<file path="config.mk">
export PLATFORM = sky130hd
export DESIGN_NAME = fetch_unit
export DESIGN_NICKNAME = d
export VERILOG_FILES = /design/src/rtl/fetch_unit_pkg.sv /design/src/rtl/fetch_unit_fifo.sv /design/src/rtl/fetch_unit.sv
export SDC_FILE = /design/constraint.sdc
export NUM_CORES = 1
export LEC_CHECK = 0
export CAP_MARGIN = 5
export CORE_MARGIN = 4
export CORE_UTILIZATION = 45
export DETAILED_ROUTE_END_ITERATION = 12
export PLACE_DENSITY = 0.69
export SLEW_MARGIN = 0
export SYNTH_ARGS = -nofsm -noshare
export SYNTH_HDL_FRONTEND = slang
export SYNTH_SLANG_ARGS = --single-unit
</file>
<file path="constraint.sdc">
create_clock -name clk -period 3.5 [get_ports clk]
set_clock_uncertainty 0.1 [all_clocks]
set_input_delay 0.875 -clock clk [delete_from_list [all_inputs] [get_ports clk]]
set_output_delay 0.875 -clock clk [all_outputs]
set_load 0.01 [all_outputs]
</file>
<file path="src/rtl/fetch_unit_pkg.sv">
// -----------------------------------------------------------------------------
// fetch_unit_pkg
//   Shared types and constants for the instruction fetch front-end.
//   word          : 32-bit machine word (addresses and instructions)
//   branch_en_t   : redirect qualifier driven by the execute stage
//   INST_BYTES    : byte stride between consecutive instructions
//   ALIGN_MASK    : clears the byte-offset bits of a word address
//   next_pc()     : sequential successor of a word address (32-bit wrap)
// -----------------------------------------------------------------------------
package fetch_unit_pkg;

    typedef logic [31:0] word;

    typedef enum logic {
        BRANCH_DISABLE = 1'b0,
        BRANCH_ENABLE  = 1'b1
    } branch_en_t;

    localparam int unsigned INST_BYTES = 4;
    localparam word         ALIGN_MASK = 32'hFFFF_FFFC;

    // Sequential successor; the 32-bit add wraps 32'hFFFF_FFFC to 32'h0.
    function automatic word next_pc(input word pc);
        return pc + word'(INST_BYTES);
    endfunction

endpackage

</file>
<file path="src/rtl/fetch_unit_fifo.sv">
// -----------------------------------------------------------------------------
// sync_fifo
//   Single-clock in-order FIFO with synchronous reset and synchronous clear.
//   Head data is presented combinationally; a push into a full FIFO is only
//   accepted together with a pop, and a pop of an empty FIFO is ignored.
//   Ports:
//     clk, rst     : clock, synchronous active-high reset
//     clr          : synchronous flush, overrides push and pop
//     push, push_data
//     pop, pop_data: pop_data is the current head entry
//     empty        : no valid entry
//     count        : number of valid entries (0..DEPTH)
//   Parameters: WIDTH (entry bits), DEPTH (entries, power of two, >= 2)
// -----------------------------------------------------------------------------
module sync_fifo #(
    parameter int unsigned WIDTH = 64,
    parameter int unsigned DEPTH = 4
) (
    input  logic                       clk,
    input  logic                       rst,
    input  logic                       clr,
    input  logic                       push,
    input  logic [WIDTH-1:0]           push_data,
    input  logic                       pop,
    output logic [WIDTH-1:0]           pop_data,
    output logic                       empty,
    output logic [$clog2(DEPTH):0]     count
);

    localparam int unsigned AW = $clog2(DEPTH);
    localparam int unsigned CW = AW + 1;

    logic [WIDTH-1:0] mem_q [DEPTH];
    logic [AW-1:0]    wr_ptr_q, wr_ptr_d;
    logic [AW-1:0]    rd_ptr_q, rd_ptr_d;
    logic [CW-1:0]    count_q, count_d;
    logic             full_s;
    logic             empty_s;
    logic             do_push_s;
    logic             do_pop_s;

    assign empty_s  = (count_q == '0);
    assign full_s   = (count_q == CW'(DEPTH));
    assign empty    = empty_s;
    assign count    = count_q;
    assign pop_data = mem_q[rd_ptr_q];

    // Pointer and occupancy next-state; clear wins over any push or pop.
    always_comb begin
        do_pop_s  = pop && !empty_s;
        // A full FIFO can still take a push when the head leaves this cycle.
        do_push_s = push && (!full_s || do_pop_s);
        wr_ptr_d  = wr_ptr_q;
        rd_ptr_d  = rd_ptr_q;
        count_d   = count_q;
        if (clr) begin
            wr_ptr_d = '0;
            rd_ptr_d = '0;
            count_d  = '0;
        end else begin
            if (do_push_s) begin
                wr_ptr_d = wr_ptr_q + AW'(1);
            end else begin
                wr_ptr_d = wr_ptr_q;
            end
            if (do_pop_s) begin
                rd_ptr_d = rd_ptr_q + AW'(1);
            end else begin
                rd_ptr_d = rd_ptr_q;
            end
            count_d = count_q + CW'(do_push_s) - CW'(do_pop_s);
        end
    end

    // Pointer and occupancy registers.
    always_ff @(posedge clk) begin
        if (rst) begin
            wr_ptr_q <= '0;
            rd_ptr_q <= '0;
            count_q  <= '0;
        end else begin
            wr_ptr_q <= wr_ptr_d;
            rd_ptr_q <= rd_ptr_d;
            count_q  <= count_d;
        end
    end

    // Storage array; contents need no reset because count gates validity.
    always_ff @(posedge clk) begin
        if (!rst && !clr && do_push_s) begin
            mem_q[wr_ptr_q] <= push_data;
        end
    end

endmodule

</file>
<file path="src/rtl/fetch_unit.sv">
// -----------------------------------------------------------------------------
// fetch_unit
//   PC generator and instruction fetcher. Issues sequential word fetches,
//   buffers in-order responses in a FIFO for decode, and handles execute-stage
//   redirects by flushing the buffer and dropping stale in-flight responses.
//   Ports:
//     clk, rst                       : clock, synchronous active-high reset
//     branch_scs, branch_address     : redirect request and target
//     imem_req_valid/ready/addr      : fetch request channel (non-sticky)
//     imem_rsp_valid/data            : in-order responses, no backpressure
//     inst_valid/ready, inst, inst_pc: decode-facing FIFO head
//     fetch_misaligned               : sticky misaligned-target halt flag
//                                      (only with FETCH_MISALIGN_TRAP_EN)
//   Build option FETCH_MISALIGN_TRAP_EN: a redirect to a non-word-aligned
//   target halts issue until reset instead of silently aligning the target.
//   Parameters: RESET_PC (first fetch address), FIFO_DEPTH (buffer entries,
//   power of two >= 2, also caps buffered plus in-flight fetches).
// -----------------------------------------------------------------------------
module fetch_unit
    import fetch_unit_pkg::*;
#(
    parameter word         RESET_PC   = 32'h0000_0000,
    parameter int unsigned FIFO_DEPTH = 4
) (
    input  logic        clk,
    input  logic        rst,
    input  branch_en_t  branch_scs,
    input  word         branch_address,
    output logic        imem_req_valid,
    input  logic        imem_req_ready,
    output word         imem_req_addr,
    input  logic        imem_rsp_valid,
    input  word         imem_rsp_data,
    output logic        inst_valid,
    input  logic        inst_ready,
    output word         inst,
    output word         inst_pc
`ifdef FETCH_MISALIGN_TRAP_EN
    ,
    output logic        fetch_misaligned
`endif
);

    localparam int unsigned CW = $clog2(FIFO_DEPTH) + 1;

    word             fetch_pc_q, fetch_pc_d;
    word             rsp_pc_q, rsp_pc_d;
    logic [CW-1:0]   inflight_q, inflight_d;
    logic [CW-1:0]   drop_cnt_q, drop_cnt_d;
    logic [CW-1:0]   fifo_count_s;
    logic [CW:0]     occupancy_s;
    logic            fifo_empty_s;
    logic [63:0]     fifo_head_s;
    logic            req_valid_s;
    logic            req_fire_s;
    logic            rsp_fire_s;
    logic            redirect_s;
    logic            push_s;
    logic            pop_s;
    word             target_s;
`ifdef FETCH_MISALIGN_TRAP_EN
    logic            halt_q, halt_d;
    logic            misalign_s;
`endif

    // Issue eligibility: buffered plus outstanding fetches must stay below the
    // FIFO depth so every response is guaranteed a free slot.
    always_comb begin
        occupancy_s = {1'b0, fifo_count_s} + {1'b0, inflight_q};
`ifdef FETCH_MISALIGN_TRAP_EN
        req_valid_s = !rst && !halt_q && (occupancy_s < (CW+1)'(FIFO_DEPTH));
`else
        req_valid_s = !rst && (occupancy_s < (CW+1)'(FIFO_DEPTH));
`endif
        req_fire_s  = req_valid_s && imem_req_ready;
        rsp_fire_s  = imem_rsp_valid;
        redirect_s  = (branch_scs == BRANCH_ENABLE);
    end

    // Redirect target: kept raw when misalignment traps, otherwise forced to a
    // word boundary so the PC counters never leave word alignment.
    always_comb begin
`ifdef FETCH_MISALIGN_TRAP_EN
        target_s   = branch_address;
        misalign_s = redirect_s && (branch_address[1:0] != 2'b00);
`else
        target_s   = branch_address & ALIGN_MASK;
`endif
    end

    // Counter next-state. A redirect overrides everything: every request still
    // outstanding after this cycle (including one accepted right now) is stale,
    // and a response arriving right now is discarded.
    always_comb begin
        fetch_pc_d = fetch_pc_q;
        rsp_pc_d   = rsp_pc_q;
        drop_cnt_d = drop_cnt_q;
        push_s     = 1'b0;
        inflight_d = inflight_q + CW'(req_fire_s) - CW'(rsp_fire_s);
`ifdef FETCH_MISALIGN_TRAP_EN
        halt_d     = halt_q;
`endif
        if (redirect_s) begin
            fetch_pc_d = target_s;
            rsp_pc_d   = target_s;
            drop_cnt_d = inflight_d;
`ifdef FETCH_MISALIGN_TRAP_EN
            halt_d     = halt_q || misalign_s;
`endif
        end else begin
            if (req_fire_s) begin
                fetch_pc_d = next_pc(fetch_pc_q);
            end else begin
                fetch_pc_d = fetch_pc_q;
            end
            if (rsp_fire_s) begin
                if (drop_cnt_q != '0) begin
                    drop_cnt_d = drop_cnt_q - CW'(1);
                end else begin
                    push_s   = 1'b1;
                    rsp_pc_d = next_pc(rsp_pc_q);
                end
            end else begin
                drop_cnt_d = drop_cnt_q;
            end
        end
    end

    // Fetch-state registers.
    always_ff @(posedge clk) begin
        if (rst) begin
            fetch_pc_q <= RESET_PC;
            rsp_pc_q   <= RESET_PC;
            inflight_q <= '0;
            drop_cnt_q <= '0;
`ifdef FETCH_MISALIGN_TRAP_EN
            halt_q     <= 1'b0;
`endif
        end else begin
            fetch_pc_q <= fetch_pc_d;
            rsp_pc_q   <= rsp_pc_d;
            inflight_q <= inflight_d;
            drop_cnt_q <= drop_cnt_d;
`ifdef FETCH_MISALIGN_TRAP_EN
            halt_q     <= halt_d;
`endif
        end
    end

    assign pop_s = !fifo_empty_s && inst_ready && !redirect_s;

    sync_fifo #(
        .WIDTH (64),
        .DEPTH (FIFO_DEPTH)
    ) u_fifo (
        .clk       (clk),
        .rst       (rst),
        .clr       (redirect_s),
        .push      (push_s),
        .push_data ({rsp_pc_q, imem_rsp_data}),
        .pop       (pop_s),
        .pop_data  (fifo_head_s),
        .empty     (fifo_empty_s),
        .count     (fifo_count_s)
    );

    // Output drive; data buses read zero whenever their valid is low.
    always_comb begin
        imem_req_valid = req_valid_s;
        inst_valid     = !fifo_empty_s;
        if (req_valid_s) begin
            imem_req_addr = fetch_pc_q;
        end else begin
            imem_req_addr = 32'h0000_0000;
        end
        if (!fifo_empty_s) begin
            inst    = fifo_head_s[31:0];
            inst_pc = fifo_head_s[63:32];
        end else begin
            inst    = 32'h0000_0000;
            inst_pc = 32'h0000_0000;
        end
    end

`ifdef FETCH_MISALIGN_TRAP_EN
    assign fetch_misaligned = halt_q;
`endif

endmodule
</file>
[Word-level counts from Yosys, hierarchy flattened]
Memory sizes are Yosys's and may differ from the RTL's. A register that Yosys moved wholly into a read port is not among the register bits.
Index checks and enable logic that the tools add are counted.
Storage, ports and cells
  flip-flop bits (word level): 77
  RAM bits: 256
  input port bits: 70
  output and inout bits: 98
  word-level logic and storage cells: 64
  memories kept: 1
Cells by class
  $add $sub $neg: 10
  magnitude comparators: 1
  equality and inequality tests: 2
  multiplexer cells: 18
  bitwise logic cells: 1
  reduce and logical (&&, ||, !) cells: 22
Memory list
  u_fifo.mem_q: depth 4, bits a word 64, rd ports 1, clocked after Yosys merged registers in 1, wr ports 1, line fetch_unit_fifo.sv:33  | logic [WIDTH-1:0] mem_q [DEPTH];
Operators with widths (count)
  2-to-1 mux 32 bit: 8
  adder 32 x 3 -> 32 bit (second input constant): 2
  2-to-1 mux 3 bit: 3
  logical AND 1 bit: 8
  adder 3 x 1 -> 3 bit: 2
  AND reduction 2 bit: 3
  nonzero test 2 bit: 3
  subtractor 3 x 1 -> 3 bit: 2
  2-to-1 mux 1 bit: 5
  adder 2 x 1 -> 2 bit (second input constant): 2
  adder 3 x 3 -> 4 bit: 1
  zero test 1 bit: 4
  < comparator 4 x 3 -> 1 bit (second input constant): 1
  2-to-1 mux 2 bit: 2
  == test 3 bit (second input constant): 1
  zero test 3 bit: 1
  nonzero test 3 bit: 1
  subtractor 3 x 1 -> 3 bit (second input constant): 1
  != test 2 bit (second input constant): 1
  OR reduction 2 bit: 1
  logical OR 1 bit: 1
  inverter 1 bit: 1

[Logic depth before layout (Yosys ltp)]
Gate-level depths: netlist of the first run.
  depth in word-level cells: 10
  gate-level depth with buffers: 11
  mapped depth without buffers: 11

[Cells and area by module]
A second synthesis of the first run with hierarchy kept.
Unflattened totals
  cell total of the unflattened synthesis: 974
  area, all modules: 14301.2 um^2
Modules (own cells, without submodules)
  sync_fifo: instances 1, cells an instance 384, area each 9716.8 um^2, seq. area each 7867.5 um^2
  fetch_unit: instances 1, cells an instance 590, area each 4584.4 um^2, seq. area each 1321.3 um^2

[Worst setup path after synthesis of the first run]
OpenSTA, ideal clock, no wires.
  path type: input port to flip-flop
  start: input imem_rsp_valid
  end: memory u_fifo.mem_q[0][0] (enable)
  library setup time: 0.427 ns
  data arrival time: 2.972 ns
  data required time: 2.973 ns
  setup slack: 0.002 ns
  stages on the path: 4
  buffers on the path: 0
  cells stage by stage: nand3b_1 or2_2 nor2_1 and2_1
On the way
  cells in the longest elaborated chain, start to end: 6
RTL lines
  from (decl): line fetch_unit.sv:32  | input logic imem_rsp_valid,
  2-to-1 mux 1 bit: line fetch_unit.sv:116  | if (rsp_fire_s) begin
  2-to-1 mux 1 bit: line fetch_unit.sv:103  | if (redirect_s) begin
  logical AND 1 bit: line fetch_unit_fifo.sv:52  | do_push_s = push && (!full_s || do_pop_s);
  logical AND 1 bit: line fetch_unit_fifo.sv:90  | if (!rst && !clr && do_push_s) begin
  2-to-1 mux 1 bit: line fetch_unit_fifo.sv:90
  2-to-1 mux 1 bit (implied by the code): line fetch_unit_fifo.sv:91  | mem_q[wr_ptr_q] <= push_data;
  to (decl): line fetch_unit_fifo.sv:33
Every way passes these cells.

[Worst setup path in the final report of the first run]
  start: input rst
  end: output imem_req_addr[23]
On the way
  cells in the longest elaborated chain, start to end: 3
RTL lines
  from (decl): line fetch_unit.sv:26  | input logic rst,
  zero test 1 bit: line fetch_unit.sv:73  | req_valid_s = !rst && (occupancy_s < (CW+1)'(FIFO_DEPTH));
  logical AND 1 bit: line fetch_unit.sv:73
  2-to-1 mux 32 bit: line fetch_unit.sv:171  | if (req_valid_s) begin
  to (decl): line fetch_unit.sv:31  | output word imem_req_addr,
Every way passes these cells.

==> tab_implementation.tex, run 1 <==
\begin{tabular}{lr}
\hline
Metric & Value \\
\hline
\multicolumn{2}{l}{\textbf{Route}} \\
Detailed-routing iteration count for the pre-antenna-repair pass & 5 \\
Post-detailed-route wirelength per cell & 18.9 µm \\
Wire length reported by the detailed router & around 29 mm \\
DRT iter0 DRCs & 476 \\
Final antenna-violating net count & 0 \\
Total via count in the routed design & 8,030 \\
DRC errors left & 0 \\
Mean number of vias per cell & $\sim$5.3 \\
\multicolumn{2}{l}{\textbf{Global routing}} \\
Remaining Overflow, GRT & 0 \\
Number of global-route vias before repair & approximately 8,400 \\
Maximum number of pins on one net before global-route repair & 65 \\
First-pass GRT wire length & between 40 and 50 mm \\
Number of antenna violations at the first check in global routing & 0 \\
Overall routing resource usage & 0.174 \\
\multicolumn{2}{l}{\textbf{Power}} \\
Maximum VDD drop & 0.279 mV \\
Internal power contribution & roughly 6.7 mW \\
Portion of total power attributed to the clock network & 0.403 \\
Final total power & approximately 8.6 mW \\
Relative contribution of sequential cells to total power & 0.505 \\
Lkg Pwr & 5.87 nW \\
Sw Ratio & 0.223 \\
Logic gate share of total power & 0.092 \\
Power density normalized to cell area & $\sim$510 mW/mm² \\
Net switching power of the design & between 1.5 and 2 mW \\
\multicolumn{2}{l}{\textbf{Floorplanning}} \\
Standard-cell rows & 63 \\
Core Area & between 0.02 and 0.03 mm² \\
Initial Util & 0.458 \\
Number of top-level pins & 168 \\
Die Area & roughly 0.033 mm² \\
Die Wd & approximately 180 µm \\
Die outline height & around 180 µm \\
\multicolumn{2}{l}{\textbf{Yosys}} \\
Post-synthesis register bit count & around 320 \\
Synthesized instance count & 910 \\
Number of unique standard cell types used by synthesis & between 40 and 50 \\
Cell taking the most area after synthesis & sky130\_fd\_sc\_hd\_\_edfxtp\_1 \\
Cell area after synthesis & roughly 0.014 mm² \\
Share of flip-flops with an asynchronous set or reset after synthesis & 0 \\
Post-Synthesis Mean Instance Area & around 15 µm² \\
Most numerous cell in the Yosys netlist & sky130\_fd\_sc\_hd\_\_edfxtp\_1 \\
Sequential share of the synthesized area & 0.656 \\
Combinational family with the most area after synthesis & simple AND/OR/NAND/NOR gates \\
Synth Area in Compound Gates & 0.0487 \\
Adder-cell share of the synthesized area & 0.0158 \\
Count of flip-flops with a built-in enable after synthesis & approximately 250 \\
Most used DFF post-synth & sky130\_fd\_sc\_hd\_\_edfxtp\_1 \\
Most area-consuming cells after synthesis & sky130\_fd\_sc\_hd\_\_edfxtp\_1, sky130\_fd\_sc\_hd\_\_dfxtp\_1, sky130\_fd\_sc\_hd\_\_mux4\_2 \\
XOR/XNOR share of the synthesized area & 0.0385 \\
Fraction of synthesized area in multiplexers & 0.105 \\
Leading cell types by count after synthesis & sky130\_fd\_sc\_hd\_\_edfxtp\_1, sky130\_fd\_sc\_hd\_\_dfxtp\_1, sky130\_fd\_sc\_hd\_\_nor2b\_1 \\
Area share of the leading cell type in the synthesized netlist & 0.546 \\
Fraction of the mapped netlist area in simple logic gates & 0.107 \\
Yosys warnings & 0 \\
\multicolumn{2}{l}{\textbf{Placed design}} \\
Routability-driven placement congestion ratio & between 0.8 and 0.9 \\
Pre-CTS worst setup slack & -0.251 ns \\
Half-perimeter wire length after detailed placement & between 15 and 20 mm \\
Buffers added on ports & $\sim$160 \\
Placed instance area & around 0.016 mm² \\
\multicolumn{2}{l}{\textbf{Clock network}} \\
Cts bufs inserted & 35 \\
Deepest level of the CTS H-tree & 2 \\
Number of buffers between clock root and the deepest sink & 3 \\
Clock-pin slew on the worst setup and hold paths & 0.06 ns \\
TritonCTS clock tree & yes \\
Num Clock Sinks & 323 \\
Post-CTS Hold Buffers & 0 \\
Clock root buffer & sky130\_fd\_sc\_hd\_\_clkbuf\_16 \\
Clock latency of the later-clocked register in the worst-skew pair & just over 0.5 ns \\
\multicolumn{2}{l}{\textbf{Layout}} \\
Register Area & roughly 0.009 mm² \\
Layout area overhead & 25.3\% \\
Multi-input gate area in the final layout & $\sim$0.0043 mm² \\
Inserted Diodes & 0 \\
Final core utilization & 0.574 \\
Nets@finish & about 1,200 \\
Post-route cell area & around 0.017 mm² \\
Layout filler cell count & around 2,400 \\
Share of cells above drive strength 1 & 0.154 \\
\multicolumn{2}{l}{\textbf{Critical path}} \\
Setup slack of the most critical reg-to-reg path & 0.51 ns \\
Largest driver fanout on the critical path & 6 \\
Critical Path Sink & imem\_req\_addr[23] \\
FF-to-FF End & drop\_cnt\_q[2] \\
Critical Path Source Type & input port \\
Worst reg-to-reg path cell count & 12 \\
Crit path required time & about 2.5 ns \\
Critical path origin & rst \\
Crit path arrival time & between 2 and 2.5 ns \\
Category of the most critical setup path & input port to output port \\
Startpoint of the worst-slack reg-to-reg timing path & inflight\_q[2] \\
Critical Path Sink Type & output port \\
\multicolumn{2}{l}{\textbf{STA}} \\
Final number of max-transition violations & 0 \\
Final setup violation count & 0 \\
Worst path setup slack after routing & between 0.09 and 0.1 ns \\
Fin. Hold Viols & 0 \\
Shortest clock period the worst path allows after layout & approximately 3.4 ns \\
Setup repair after global routing missed its margin & false \\
Highest Clock Rate & between 200 and 300 MHz \\
Worst hold slack & roughly 0.44 ns \\
Final critical-path share of the clock period & 0.973 \\
\multicolumn{2}{l}{\textbf{Status}} \\
Outcome & finished clean \\
\multicolumn{2}{l}{\textbf{Min path}} \\
Path class of the lowest-slack min-delay path & flop to flop \\
\multicolumn{2}{l}{\textbf{Job}} \\
Max-cap violations & 0 \\
\hline
\end{tabular}
[power by group through the flow]
| stage | Clock [mW] | Combinational (mW) | Sequential (mW) |
|---|---|---|---|
| after global placement | 0 | 0.790 | 4.44 |
| after detailed placement | 0 | 0.802 | 4.44 |
| after floorplan | 0 | 0.445 | 4.41 |
| after CTS | 3.57 | 0.812 | 4.37 |
| final | 3.48 | 0.800 | 4.37 |
| after global routing | 3.75 | 0.883 | 4.38 |
[cell type report]
class / instances / share of cell area
Sequential cell: 323 / 0.524
Timing Repair Buffer: 204 / 0.120
Clock inverter: 20 / 0.0103
Clock buffer: 42 / 0.0540
Tap cell: 390 / 0.0286
Inverter: 43 / 0.00959
Multi-Input combinational cell: 496 / 0.253
[sequential cells by signal, indices dropped and copies added, names as in the netlist, named ones only]
signal	flops
u_fifo.wr_ptr_q	2
rsp_pc_q	30
u_fifo.rd_ptr_q	2
drop_cnt_q	3
inflight_q	3
u_fifo.count	3
fetch_pc_q	30
u_fifo.mem_q	248
[per-stage QoR]
| step | std cells | TNS, ns |
|---|---|---|
| finish | 1518 | 0 |
| global route | 1518 | 0 |
| global placement | 1451 | -4.49 |
| floorplan | 913 | 0 |
| detailed placement | 1451 | -4.90 |
| CTS | 1515 | 0 |
[layer usage]
layer  wire length, µm  global-route usage
met1             13200               0.250
met2             13400               0.282
met3              1650              0.0335
met4               401              0.0318
met5                 0                   0
[critical path, cell delays in order]
cell and delay [ns]:
sky130_fd_sc_hd__clkdlybuf4s50_1 0.46, sky130_fd_sc_hd__nor4_4 0.18, sky130_fd_sc_hd__buf_6 0.17, sky130_fd_sc_hd__nand2_2 0.09, sky130_fd_sc_hd__nor2_1 0.11, sky130_fd_sc_hd__clkdlybuf4s50_1 0.55
[cell usage in the layout (no fill, tap or decap), types with 9 or more instances in the layout]
cell                              count
sky130_fd_sc_hd__nor2b_1             64
sky130_fd_sc_hd__and4_1               9
sky130_fd_sc_hd__xnor2_1             36
sky130_fd_sc_hd__clkbuf_16           36
sky130_fd_sc_hd__a21oi_1             33
sky130_fd_sc_hd__xor2_1              24
sky130_fd_sc_hd__a21boi_0            41
sky130_fd_sc_hd__dlygate4sd2_1       19
sky130_fd_sc_hd__clkdlybuf4s50_1    135
sky130_fd_sc_hd__nor4_1              13
sky130_fd_sc_hd__nand4_1             20
sky130_fd_sc_hd__inv_1               42
sky130_fd_sc_hd__buf_4               30
sky130_fd_sc_hd__nor3_1              12
sky130_fd_sc_hd__dfxtp_1             72
sky130_fd_sc_hd__and3_1              36
sky130_fd_sc_hd__ha_1                14
sky130_fd_sc_hd__edfxtp_1           248
sky130_fd_sc_hd__nand2_1             22
sky130_fd_sc_hd__mux4_2              62
sky130_fd_sc_hd__nand3_1             22
sky130_fd_sc_hd__nor2_1              28
[kinds of logic after synthesis]
family / count (synthesis)
AO/OA/AOI/OAI: 99
XOR/XNOR: 60
adder cells (fa/ha/maj): 16
buffers and inverters: 94
flip-flops: 323
multiplexers: 65
other: 1
AND/OR/NAND/NOR: 252
[worst min-delay path by stage]
stage,start,end,slack (ns),depth (start not counted)
after floorplan,rsp_pc_q[31],u_fifo.mem_q[0][63],0.38,0
after global placement,u_fifo.rd_ptr_q[1],flop,0.40,2
after detailed placement,u_fifo.rd_ptr_q[0],flop,0.43,2
after CTS,rsp_pc_q[19],u_fifo.mem_q[1][51],0.44,0
after global routing,rsp_pc_q[30],u_fifo.mem_q[1][62],0.47,0
final,u_fifo.rd_ptr_q[0],u_fifo.rd_ptr_q[0],0.44,2
[timing repair]
| item | CTS | global route |
|---|---|---|
| hold endpoints to repair | 0 | 0 |
| endpoints found under the setup margin | 32 | 45 |
| buffers inserted | 1 | 3 |
| resized for setup | 24 | 9 |
| cloned | 1 | 0 |
| pin swaps | 1 | 0 |
Note: power is estimated with default switching activity, not from simulation.
==> run 2, diff against run 1 <==
- CORE_UTILIZATION: 45 -> 40
- PLACE_DENSITY: 0.69 -> not set
==> run 2 against run 1 <==
Core utilization is 5.9 points lower. Final area is 1.2% higher. Die area is 12% higher. Clock power is 4% higher. Sequential share of layout area is 0.63 points lower. Maximum frequency is 0.41% higher. Routed wire length is 3.2% higher. Power is 1.7% higher.
==> tab_implementation.tex, run 2 (same netlist as run 1, synthesis figures left out) <==
\begin{tabular}{lr}
\hline
Metric & Value \\
\hline
\multicolumn{2}{l}{\textbf{Clock network}} \\
Post-CTS Hold Buffers & 0 (unchanged) \\
Clock latency of the later-clocked register in the worst-skew pair & 0.50 ns (about the same) \\
TritonCTS clock tree & yes \\
Clock-pin slew on the worst setup and hold paths & 0.06 ns (about the same) \\
Num Clock Sinks & 323 (unchanged) \\
Deepest level of the CTS H-tree & 2 (unchanged) \\
Number of buffers between clock root and the deepest sink & 3 (unchanged) \\
Cts bufs inserted & 35 (unchanged) \\
Clock root buffer & sky130\_fd\_sc\_hd\_\_clkbuf\_16 \\
\multicolumn{2}{l}{\textbf{Power}} \\
Logic gate share of total power & 0.092 (about the same) \\
Internal power contribution & 6.86 mW (+2.2\%) \\
Relative contribution of sequential cells to total power & 0.496 (-0.009) \\
Sw Ratio & 0.220 (-0.00359) \\
Power density normalized to cell area & 509 mW/mm² (+0.53\%) \\
Portion of total power attributed to the clock network & 0.411 (+0.008) \\
Lkg Pwr & 5.92 nW (+0.76\%) \\
Maximum VDD drop & 0.305 mV (+9.3\%) \\
Net switching power of the design & 1.93 mW (+0.12\%) \\
\multicolumn{2}{l}{\textbf{Global routing}} \\
Maximum number of pins on one net before global-route repair & 65 (unchanged) \\
First-pass GRT wire length & 46.5 mm (+0.13\%) \\
Number of antenna violations at the first check in global routing & 0 (unchanged) \\
Remaining Overflow, GRT & 0 (unchanged) \\
Overall routing resource usage & 0.160 (-0.0136) \\
Number of global-route vias before repair & 8,288 (-1.4\%) \\
\multicolumn{2}{l}{\textbf{STA}} \\
Setup repair after global routing missed its margin & false \\
Slew at the pin with the worst max-slew slack & about 0.58 ns \\
Final setup violation count & 0 (unchanged) \\
Final number of max-transition violations & 0 (unchanged) \\
Highest Clock Rate & 295 MHz (+0.41\%) \\
Slew headroom & 0.614 \\
Shortest clock period the worst path allows after layout & 3.39 ns (-0.0139 ns) \\
Final critical-path share of the clock period & 0.969 (-0.00396) \\
Fin. Hold Viols & 0 (unchanged) \\
TNS Setup & 0 ns (unchanged) \\
\multicolumn{2}{l}{\textbf{Route}} \\
Detailed-routing iteration count for the pre-antenna-repair pass & 5 (unchanged) \\
Final antenna-violating net count & 0 (unchanged) \\
Mean number of vias per cell & 5.08 (-4.0\%) \\
DRT iter0 DRCs & 418 (-12\%) \\
Post-detailed-route wirelength per cell & 18.7 µm (-1.0\%) \\
Total via count in the routed design & 8,034 (+0.050\%) \\
Wire length reported by the detailed router & 29.5 mm (+3.2\%) \\
DRC errors left & 0 (unchanged) \\
\multicolumn{2}{l}{\textbf{Floorplanning}} \\
Die Area & 0.0371 mm² (+12\%) \\
Die Wd & 193 µm (+5.8\%) \\
Number of top-level pins & 168 (unchanged) \\
Die outline height & 193 µm (+5.8\%) \\
Core Area & 0.0336 mm² (+13\%) \\
Standard-cell rows & 67 (+6.3\%) \\
Initial Util & 0.406 (-0.0520) \\
\multicolumn{2}{l}{\textbf{Layout}} \\
Commonest non-fill, non-tap cell in the layout & sky130\_fd\_sc\_hd\_\_edfxtp\_1 \\
Inserted Diodes & 0 (unchanged) \\
Largest registers & u\_fifo.mem\_q: 248 flops, fetch\_pc\_q: 30 flops, rsp\_pc\_q: 30 flops \\
Share of cells above drive strength 1 & 0.159 (+0.00447) \\
Final core utilization & 0.515 (-0.0590) \\
Layout filler cell count & 2,848 (+19\%) \\
Non-filler instance count after layout & 1,582 (+4.2\%) \\
Nets@finish & 1,195 (+0.50\%) \\
Multi-input gate area in the final layout & 0.00433 mm² (unchanged) \\
Largest register FFs & 248 (unchanged) \\
Layout area overhead & 26.8\% \\
Highest-count cells in the layout ignoring fill and taps & sky130\_fd\_sc\_hd\_\_edfxtp\_1, sky130\_fd\_sc\_hd\_\_clkdlybuf4s50\_1, sky130\_fd\_sc\_hd\_\_dfxtp\_1, sky130\_fd\_sc\_hd\_\_nor2b\_1, sky130\_fd\_sc\_hd\_\_mux4\_2 \\
Register with the most flip-flops & u\_fifo.mem\_q \\
Post-route cell area & 0.0173 mm² (+1.2\%) \\
Register Area & 0.00895 mm² (unchanged) \\
\multicolumn{2}{l}{\textbf{Critical path}} \\
Worst reg-to-reg path cell count & 13 (+1) \\
Crit path required time & 2.52 ns (about the same) \\
Category of the most critical setup path & flop to output port \\
Setup slack of the most critical reg-to-reg path & 0.51 ns (about the same) \\
FF-to-FF End & drop\_cnt\_q[2] \\
Critical Path Sink Type & output port \\
Critical Path Source Type & flop \\
Startpoint of the worst-slack reg-to-reg timing path & inflight\_q[2] \\
Crit path arrival time & 2.42 ns (about the same) \\
Largest driver fanout on the critical path & 7 (+1) \\
\multicolumn{2}{l}{\textbf{Placed design}} \\
Routability-driven placement congestion ratio & 0.828 (-5.2\%) \\
Inst Count DP & 1,517 (+4.5\%) \\
Buffers added on ports & 161 (unchanged) \\
Half-perimeter wire length after detailed placement & 19.5 mm (+3.8\%) \\
Placed instance area & 0.0161 mm² (+1.3\%) \\
\multicolumn{2}{l}{\textbf{Job}} \\
Max-cap violations & 0 (unchanged) \\
\multicolumn{2}{l}{\textbf{Status}} \\
Outcome & finished clean \\
\multicolumn{2}{l}{\textbf{Min path}} \\
Number of cells on the worst hold path & 2 (unchanged) \\
Path class of the lowest-slack min-delay path & flop to flop \\
Source of the worst hold timing path & u\_fifo.rd\_ptr\_q[1] \\
\hline
\end{tabular}
run 2: cell count changes in the layout (fill, tap and decap cells not counted), sizes merged:
| cell | change |
|---|---|
| clkdlybuf4s50 | -2 |
| bufinv | +2 |
| clkinv | +4 |
| dlygate4sd2 | +6 |
| dlymetal6s2s | -4 |
| clkinvlp | -5 |
| buf | +6 |
| inv | -1 |
run 2: layout make-up:
| class | instances | share of cell area |
|---|---|---|
| clock inverter | 20 | 0.0125 |
| tap | 448 | 0.0324 |
| multi-input combinational | 496 | 0.250 |
| inverter | 43 | 0.00948 |
| clock buffer | 42 | 0.0534 |
| timing repair buffer | 210 | 0.124 |
| sequential | 323 | 0.518 |
run 2: metrics by stage:
| stage | setup WS, ns | hold slack [ns] | total power, mW |
|---|---|---|---|
| floorplan | 0.00170 | 0.381 | 4.85 |
| global placement | -0.117 | 0.412 | 5.27 |
| detailed placement | -0.162 | 0.437 | 5.27 |
| CTS | 0.0144 | 0.438 | 8.92 |
| global route | 0.0126 | 0.462 | 9.16 |
| finish | 0.107 | 0.440 | 8.80 |
run 2: power groups by stage:
stage                     registers (mW)  clock network (mW)  logic (mW)
after CTS                           4.37                3.73       0.826
final                               4.37                3.62       0.812
after global routing                4.38                3.88       0.899
after global placement              4.45                   0       0.820
after floorplan                     4.41                   0       0.445
after detailed placement            4.45                   0       0.827
run 2: what timing repair did:
action	CTS	global route
setup endpoints to repair	40	5
pin swaps	1	0
hold endpoints to repair	0	0
setup buffers	3	0
resized for setup	28	5
run 2: worst max path at each step:
stage | to | cells past startpoint
CTS | imem_req_addr[5] | 6
finish | inst_pc[13] | 4
global placement | imem_req_addr[28] | 6
global route | inst_pc[13] | 4
floorplan | u_fifo.mem_q[0][0] | 4
detailed placement | imem_req_addr[10] | 6
run 2: worst max-delay path, cell delays in order, from the launching register on:
cell and delay (ns):
sky130_fd_sc_hd__dfxtp_4 0.48, sky130_fd_sc_hd__buf_4 0.23, sky130_fd_sc_hd__mux4_2 0.53, sky130_fd_sc_hd__nor2b_1 0.14, sky130_fd_sc_hd__clkdlybuf4s50_1 0.53
run 2: per-layer routing:
metal  wire length, µm  GRT usage  share of wire
met1             13600      0.225           0.46
met2             13900      0.259           0.47
met3              1650     0.0344          0.056
met4               470     0.0359          0.016
met5                 0          0              0
==> run 3, diff against run 2 <==
- SKIP_LAST_GASP: not set -> 1
==> results of run 3 <==
Final layout, timing and power as in run 2 (identical DEF).
